**config.mk**
```make
export PLATFORM = sky130hd
export DESIGN_NAME = snake_game_ctrl
export DESIGN_NICKNAME = d
export VERILOG_FILES = /design/src/rtl/snake_game_ctrl.sv
export SDC_FILE = /design/constraint.sdc
export NUM_CORES = 1
export LEC_CHECK = 0
export CAP_MARGIN = 15
export CORE_UTILIZATION = 51
export DETAILED_ROUTE_END_ITERATION = 8
export HOLD_SLACK_MARGIN = 0.12
export PLACE_DENSITY = 0.81
export SYNTH_ARGS = -nofsm -noshare
export SYNTH_HDL_FRONTEND = slang
export SYNTH_SLANG_ARGS = --single-unit
export TNS_END_PERCENT = 5
```
**constraint.sdc**
```tcl
create_clock -name Clk -period 4.6 [get_ports Clk]
set_input_delay 0.46 -clock Clk [delete_from_list [all_inputs] [get_ports Clk]]
set_output_delay 0.46 -clock Clk [all_outputs]
set_load 0.05 [all_outputs]
```
**src/rtl/snake_game_ctrl.sv**
```systemverilog
// Snake game sequencing controller: game FSM, movement tick, direction filter, apple handshake.
// Optional macro SNAKE_SPEEDUP_EN shortens the tick period on every placed apple.
module snake_game_ctrl #(
    parameter int unsigned TICK_DIV  = 25000000,
    parameter logic [7:0]  WIN_LEN   = 8'd50,
    parameter int unsigned TICK_STEP = 1000000,
    parameter int unsigned TICK_MIN  = 5000000
) (
    input  logic        Clk,
    input  logic        Reset,
    input  logic        Start,
    input  logic        Btn_Up,
    input  logic        Btn_Down,
    input  logic        Btn_Left,
    input  logic        Btn_Right,
    input  logic [7:0]  Length,
    input  logic        Collision,
    input  logic        Apple_Eaten,
    input  logic        Apple_Ack,
    output logic        q_I,
    output logic        q_Run,
    output logic        q_Win,
    output logic        q_Lose,
    output logic        Speed_Clk,
    output logic [1:0]  In_Dirn,
    output logic        SCEN,
    output logic        Apple_Req,
    output logic [31:0] Tick_Period
);

    // A period below 2 cycles cannot produce a single-cycle tick; a zero step is a config error.
    if (TICK_DIV < 2 || TICK_MIN < 2 || TICK_STEP == 0) begin : g_bad_cfg
        $error("snake_game_ctrl: illegal tick configuration");
    end

    // One-hot encoding so the state outputs come straight from flops.
    typedef enum logic [3:0] {
        S_INIT = 4'b0001,
        S_RUN  = 4'b0010,
        S_WIN  = 4'b0100,
        S_LOSE = 4'b1000
    } state_t;

    state_t      state_q, state_d;
    logic [31:0] cnt_q, cnt_d;
    logic [31:0] period_q, period_d;
    logic        speed_q, speed_d;
    logic [1:0]  dirn_q, dirn_d;
    logic        scen_q, scen_d;
    logic        req_q, req_d;
    logic        lock_q, lock_d;

    logic        btn_any;
    logic [1:0]  btn_dir;
    logic        tick_due;

    assign btn_any  = Btn_Up | Btn_Down | Btn_Left | Btn_Right;
    assign btn_dir  = Btn_Up ? 2'b00 : Btn_Down ? 2'b01 : Btn_Left ? 2'b10 : 2'b11;
    // >= rather than == so a freshly shortened period fires on the next advancing cycle.
    assign tick_due = cnt_q >= (period_q - 32'd1);

    always_comb begin
        state_d  = state_q;
        cnt_d    = cnt_q;
        period_d = period_q;
        speed_d  = 1'b0;
        dirn_d   = dirn_q;
        scen_d   = 1'b0;
        req_d    = req_q;
        lock_d   = lock_q;

        unique case (state_q)
            S_INIT: begin
                cnt_d = '0;
                if (Start) begin
                    state_d  = S_RUN;
                    dirn_d   = 2'b00;
                    req_d    = 1'b0;
                    period_d = TICK_DIV;
                    lock_d   = 1'b0;
                end
            end
            S_RUN: begin
                if (Collision) begin
                    state_d = S_LOSE;
                    req_d   = 1'b0;
                end else if (Length >= WIN_LEN) begin
                    state_d = S_WIN;
                    req_d   = 1'b0;
                end else begin
                    if (!req_q) begin
                        if (tick_due) begin
                            cnt_d   = '0;
                            speed_d = 1'b1;
                            lock_d  = 1'b0;
                        end else begin
                            cnt_d = cnt_q + 32'd1;
                        end
                    end
                    // Same axis as the current heading means equal or reverse: both rejected.
                    if (btn_any && !lock_q && (btn_dir[1] != dirn_q[1])) begin
                        dirn_d = btn_dir;
                        scen_d = 1'b1;
                        lock_d = 1'b1;
                    end
                    if (req_q) begin
                        if (Apple_Ack) begin
                            req_d = 1'b0;
`ifdef SNAKE_SPEEDUP_EN
                            if ({1'b0, period_q} >= (33'(TICK_MIN) + 33'(TICK_STEP)))
                                period_d = period_q - TICK_STEP;
                            else
                                period_d = TICK_MIN;
`endif
                        end
                    end else if (Apple_Eaten) begin
                        req_d = 1'b1;
                    end
                end
            end
            S_WIN, S_LOSE: begin
                if (Start) begin
                    state_d = S_INIT;
                    cnt_d   = '0;
                end
            end
            default: state_d = S_INIT;
        endcase
    end

    always_ff @(posedge Clk or posedge Reset) begin
        if (Reset) begin
            state_q  <= S_INIT;
            cnt_q    <= '0;
            period_q <= TICK_DIV;
            speed_q  <= 1'b0;
            dirn_q   <= 2'b00;
            scen_q   <= 1'b0;
            req_q    <= 1'b0;
            lock_q   <= 1'b0;
        end else begin
            state_q  <= state_d;
            cnt_q    <= cnt_d;
            period_q <= period_d;
            speed_q  <= speed_d;
            dirn_q   <= dirn_d;
            scen_q   <= scen_d;
            req_q    <= req_d;
            lock_q   <= lock_d;
        end
    end

    assign q_I         = state_q[0];
    assign q_Run       = state_q[1];
    assign q_Win       = state_q[2];
    assign q_Lose      = state_q[3];
    assign Speed_Clk   = speed_q;
    assign In_Dirn     = dirn_q;
    assign SCEN        = scen_q;
    assign Apple_Req   = req_q;
    assign Tick_Period = period_q;

endmodule

```
### Yosys cells after proc, flatten, opt, wreduce, memory -nomap -nowiden

Index checks and enable logic that the tools add are counted.
W data, S select, Z words.

| storage, ports and cells | value |
|---|---|
| register bits | 42 |
| output and inout port bits | 41 |
| word-level logic and storage cells | 79 |

| operators by class | value |
|---|---|
| $add $sub $neg | 1 |
| $lt $le $gt $ge | 2 |
| equality and inequality tests | 14 |
| multiplexer cells | 41 |
| bitwise logic cells | 3 |
| reductions and logical operators | 11 |

Operators by type and width:

| cell | count |
|---|---|
| $mux W32 | 5 |
| $pmux W32 S3 | 1 |
| $add A32 B1 Y32 const B | 1 |
| $ge A32 B25 Y1 const B | 1 |
| $mux W1 | 21 |
| $mux W4 | 4 |
| $mux W2 | 6 |
| $ne A2 B2 Y1 const B | 6 |
| $pmux W4 S3 | 1 |
| $reduce_and A5 Y1 | 2 |
| $ne A3 B3 Y1 const B | 3 |
| $ge A8 B6 Y1 const B | 1 |
| $reduce_and A6 Y1 | 1 |
| $eq A4 B1 Y1 const B | 1 |
| $eq A4 B2 Y1 const B | 1 |
| $eq A4 B3 Y1 const B | 1 |
| $eq A4 B4 Y1 const B | 1 |
| $pmux W1 S2 | 2 |
| $pmux W2 S2 | 1 |
| $or A1 B1 Y1 | 3 |
| $reduce_and A3 Y1 | 1 |
| $reduce_bool A3 Y1 | 1 |
| $logic_and A1 B1 Y1 | 2 |
| $reduce_and A2 Y1 | 1 |
| 4 further kinds | 4 |

### Logic depth before layout (Yosys ltp)

| logic depth | value |
|---|---|
| depth after elaboration | 9 |
| depth in mapped cells | 9 |

### Least setup slack after synthesis

No wires, ideal clock.

| path | value |
|---|---|
| kind | reg2reg |
| from | reg state_q[3] |
| to | reg cnt_q[16] |
| library setup time | 0.121 ns |
| data arrival time | 2.568 ns |
| setup slack | 1.910 ns |
| stages on the path, launching flop included | 9 |
| period minus slack after synthesis | 2.690 ns |
| cell sequence | dfrtp_1 buf_6 or3b_2 o32a_2 a21o_1 buf_6 a31oi_2 buf_2 nor2_1 |

| between the ends | value |
|---|---|
| cells in the longest elaborated chain, start to end | 4 |
| elaborated cells between the ends (all ways) | 12 |
| those cells by class | 8 x eq/ne; 1 x mux; 3 x reduce/logical |

RTL lines:

| item | RTL line | source |
|---|---|---|
| start: declaration | 44 | `state_t state_q, state_d;` |
| start signal: assignment | 142 | `state_q <= state_d;` |
| $eq A4 B3 Y1 / $eq A4 B4 Y1 (equally long branches) | 72 | `unique case (state_q)` |
| $reduce_or A2 Y1 | 72 |  |
| $ne A2 B2 Y1 (no source line) / $reduce_bool A3 Y1 (equally long branches) | n/a |  |
| $reduce_and A5 Y1 (no source line) | n/a |  |
| end signal: assignment | 143 | `cnt_q <= cnt_d;` |
| end: declaration | 45 | `logic [31:0] cnt_q, cnt_d;` |

Parallel ways exist; a longest one is shown, timed or not.
A chain may end at the register's enable or synchronous reset.

### Final worst setup path

| path | value |
|---|---|
| from | reg cnt_q[0] |
| to | reg cnt_q[16] |

| between the ends | value |
|---|---|
| cells in the longest elaborated chain, start to end | 6 |
| elaborated cells between the ends (all ways) | 7 |
| those cells by class | 1 x add/sub; 1 x order compare; 5 x mux |

RTL lines:

| item | RTL line | source |
|---|---|---|
| $add A32 B1 Y32 / $ge A32 B25 Y1 (equally long branches) | 97, 60 |  |
| $mux W32 (*) | 92 | `if (tick_due) begin` |
| $mux W32 (*) | 91 | `if (!req_q) begin` |
| $mux W32 (*) | 87 | `end else if (Length >= WIN_LEN) begin` |
| $mux W32 (*) | 84 | `if (Collision) begin` |
| $pmux W32 S3 (*) | 72 |  |

Every way passes the cells marked *; elsewhere a longest branch is shown, timed or not. The select of a mux whose other input is x is not followed.

==> reports/qor.yml <==
run_status:
  outcome: "complete, no violations"
clocking:
  cts_setup_buffers: 0
  cts_tree: "yes"
  cts_root_buf: "clkbuf_8"
  ctsLongestPathBuffers: 2
  holdBufCountCts: 0
  clock-sinks: 42
  cts-htree-levels: 2
  cts-resized-gates: 0
  path_clk_slew_ns: 0.07
  numCtsBuffers: 5
  insertion_delay_ns: 0.29
setup_path:
  cp_slowest_cell: "a31oi_2"
  cp_slowest_stage_delay_ns: 1.02
  worstSetupPathDepth: 6
  cp_max_fo: 18
  r2r_cells: 6
  required_ns: 4.74
  crit_type: "reg -> reg"
  cp.arrival_ns: 3.19
  crit_start: "cnt_q[0]"
  cp_cell_sequence: "ha_1 > nand2_1 > o211ai_1 > nand3_1 > a31oi_2 > nor2_1"
  start_kind: "flop"
  cp-end-kind: "flop"
  r2r_start: "cnt_q[0]"
  path_delay_family: "compound AO/OA/AOI/OAI gates"
  critPathBufInv: 0
global_routing:
  antenna_found_initial: 0
  grt_pass1_vias: 2118
  grt_max_degree: 43
  track_usage_pct: 23.9
  overflow: 0
  grt_pass1_wl_um: 10100
logic_synthesis:
  synth-seq-cells: 42
  synth.most_common_cell: "dfrtp_1"
  ys.warnings.count: 0
  ys_seq_area_share_pct: 39.0
  synthTopCellsByArea: "dfrtp_1 38%, buf_4 9.2%, a41oi_1 5.2%"
  synth_edf_count: 0
  synth.top_cell.area_share_pct: 38.1
  synth_top_area_cell: "dfrtp_1"
  synth.distinct_cells: 50
  async_reset_ff_share_pct: 100
  synth_area_um2: 2700
  syn_avg_cell_area_um2: 8.81
  synth_ff_type: "dfrtp_1"
  synth_commonest_cells: "41 x dfrtp_1, 33 x buf_4, 21 x nand3_1, 19 x nor2_1"
  syn_inst: 306
layout:
  final_area_um2: 2940
  drive_gt1_share_pct: 5.21
  finalNetCount: 345
  synthToLayoutAreaGrowth_pct: 9.01
  diodes: 0
sta:
  hold_viol: 0
  max_slew_margin_pct: 31.4
  rsz0062_at_grt: "false"
  max_freq_ghz: 0.327
  final_max_slew_viol_count: 0
  period_share_pct: 66.4
  setup_viol: 0
  final.min_clock_period_ns: 3.05
  clock_skew_ns: 0.00323
  tightest_slew_ns: 1.02
  setup_tns_ns: 0
placement:
  place_congestion: 0.863
  io_buffer_count: 25
  dpl_cell_area_um2: 2860
  post-dp-hpwl_um: 4190
drt:
  drt_wl_total_um: 6150
  drt_first_pass_iters: 5
  post_drt_wl_per_cell_um: 15.5
  drc_errors: 0
  ant_nets: 0
  drt_iter0_markers: 216
  vias: 2384
  routed_via_density: 6.02
floorplan:
  dieArea_um2: 5580
  core-area_um2: 5110
  initial_utilization_pct: 52.8
  fp-row-count: 26
  ios: 59
  die_w_um: 74.7
  die_h_um: 74.7
min_path:
  min_path_type: "reg -> reg"
  hp-start: "lock_q"
  hold_depth: 1
power_and_ir_drop:
  power.leakage_nw: 1.14
  power_density_nw_per_um2: 382
  total_power_mw: 1.12
  irDropWorstVdd_mv: 0.240
run:
  drv_cap: 0
[report_power, final]
group          internal (mW)  switching (mW)
combinational          0.140           0.346
sequential             0.385          0.0284
clock                  0.105           0.118
total                  0.629           0.493
[state kept, by name, summed over array words and instances (netlist names)]
signal and count:
cnt_q 32, Speed_Clk 1, Apple_Req 1, state_q 4
SCEN 1, In_Dirn 2, lock_q 1
[cell type report]
cell class	count	area, µm²
Fill cell	467	2170
Timing Repair Buffer	30	288
Clock buffer	7	76.3
Tap cell	70	87.6
Inverter	18	67.6
Multi-Input combinational cell	229	1370
Sequential cell	42	1050
[worst paths after layout]
kind                                   end  slack [ns]
min in group asynchronous       In_Dirn[1]        0.60
worst max-delay path             cnt_q[16]        1.55
worst max register to register   cnt_q[16]        1.55
worst min-delay path                  SCEN        0.50
max in group asynchronous       state_q[0]        3.63
worst min register to register        SCEN        0.50
[layer usage]
| layer | track usage, % | share of wire, % | vias to the layer above | wire length, µm |
|---|---|---|---|---|
| met3 | 4.42 | 5.6 | 8 | 347 |
| met4 | 6.50 | 1.0 | 0 | 62 |
| met5 | 0 | 0 | - | 0 |
| met2 | 38.5 | 49 | 94 | 3040 |
| met1 | 33.2 | 44 | 1156 | 2700 |
| li1 | - | - | 1126 | - |
[worst register-to-register path, stage by stage, from the launching register on]
cell      delay [ns]
dfrtp_1         0.41
ha_1            0.28
nand2_1         0.23
o211ai_1        0.26
nand3_1         0.56
a31oi_2         1.02
nor2_1          0.13
[placed cells by master (no fill, tap or decap), drive strengths merged, types with 3 or more instances in the layout]
cell type,count
nand2,18
and2,4
nor2b,3
a2111oi,3
nor3,4
o22ai,12
xnor2,5
buf,5
and3,9
a21oi,13
inv,18
o31ai,10
nand4,10
nor4,3
or4,7
o21ai,7
dfrtp,41
conb,32
nand3,21
a211oi,4
a41oi,16
clkdlybuf4s50,25
a31oi,4
nor2,19
clkbuf,7
[metrics by stage]
stage	hold slack (ns)	worst slack [ns]	utilization, %	std cells
2_1_floorplan	0.448	1.91	-	336
3_3_place_gp	0.475	1.57	56.0	389
3_5_place_dp	0.487	1.54	56.0	389
4_1_cts	0.497	1.62	57.5	396
5_1_grt	0.528	1.32	57.5	396
6_report	0.499	1.55	57.5	396
[cell families (layout without fill, tap and decap cells)]
| kind of cell | count (synthesis) | count (layout) | share of synthesized area (%) |
|---|---|---|---|
| AOI/OAI and AO/OA | 81 | 81 | 21.6 |
| xor gates and xnor gates | 5 | 5 | 1.62 |
| adders and majority gates | 1 | 1 | 0.464 |
| buffers and inverters | 65 | 55 | 14.4 |
| DFF | 42 | 42 | 39.0 |
| other | 2 | 32 | 0.279 |
| and+or+nand+nor | 110 | 110 | 22.6 |
(Power assumes the default switching activity.)
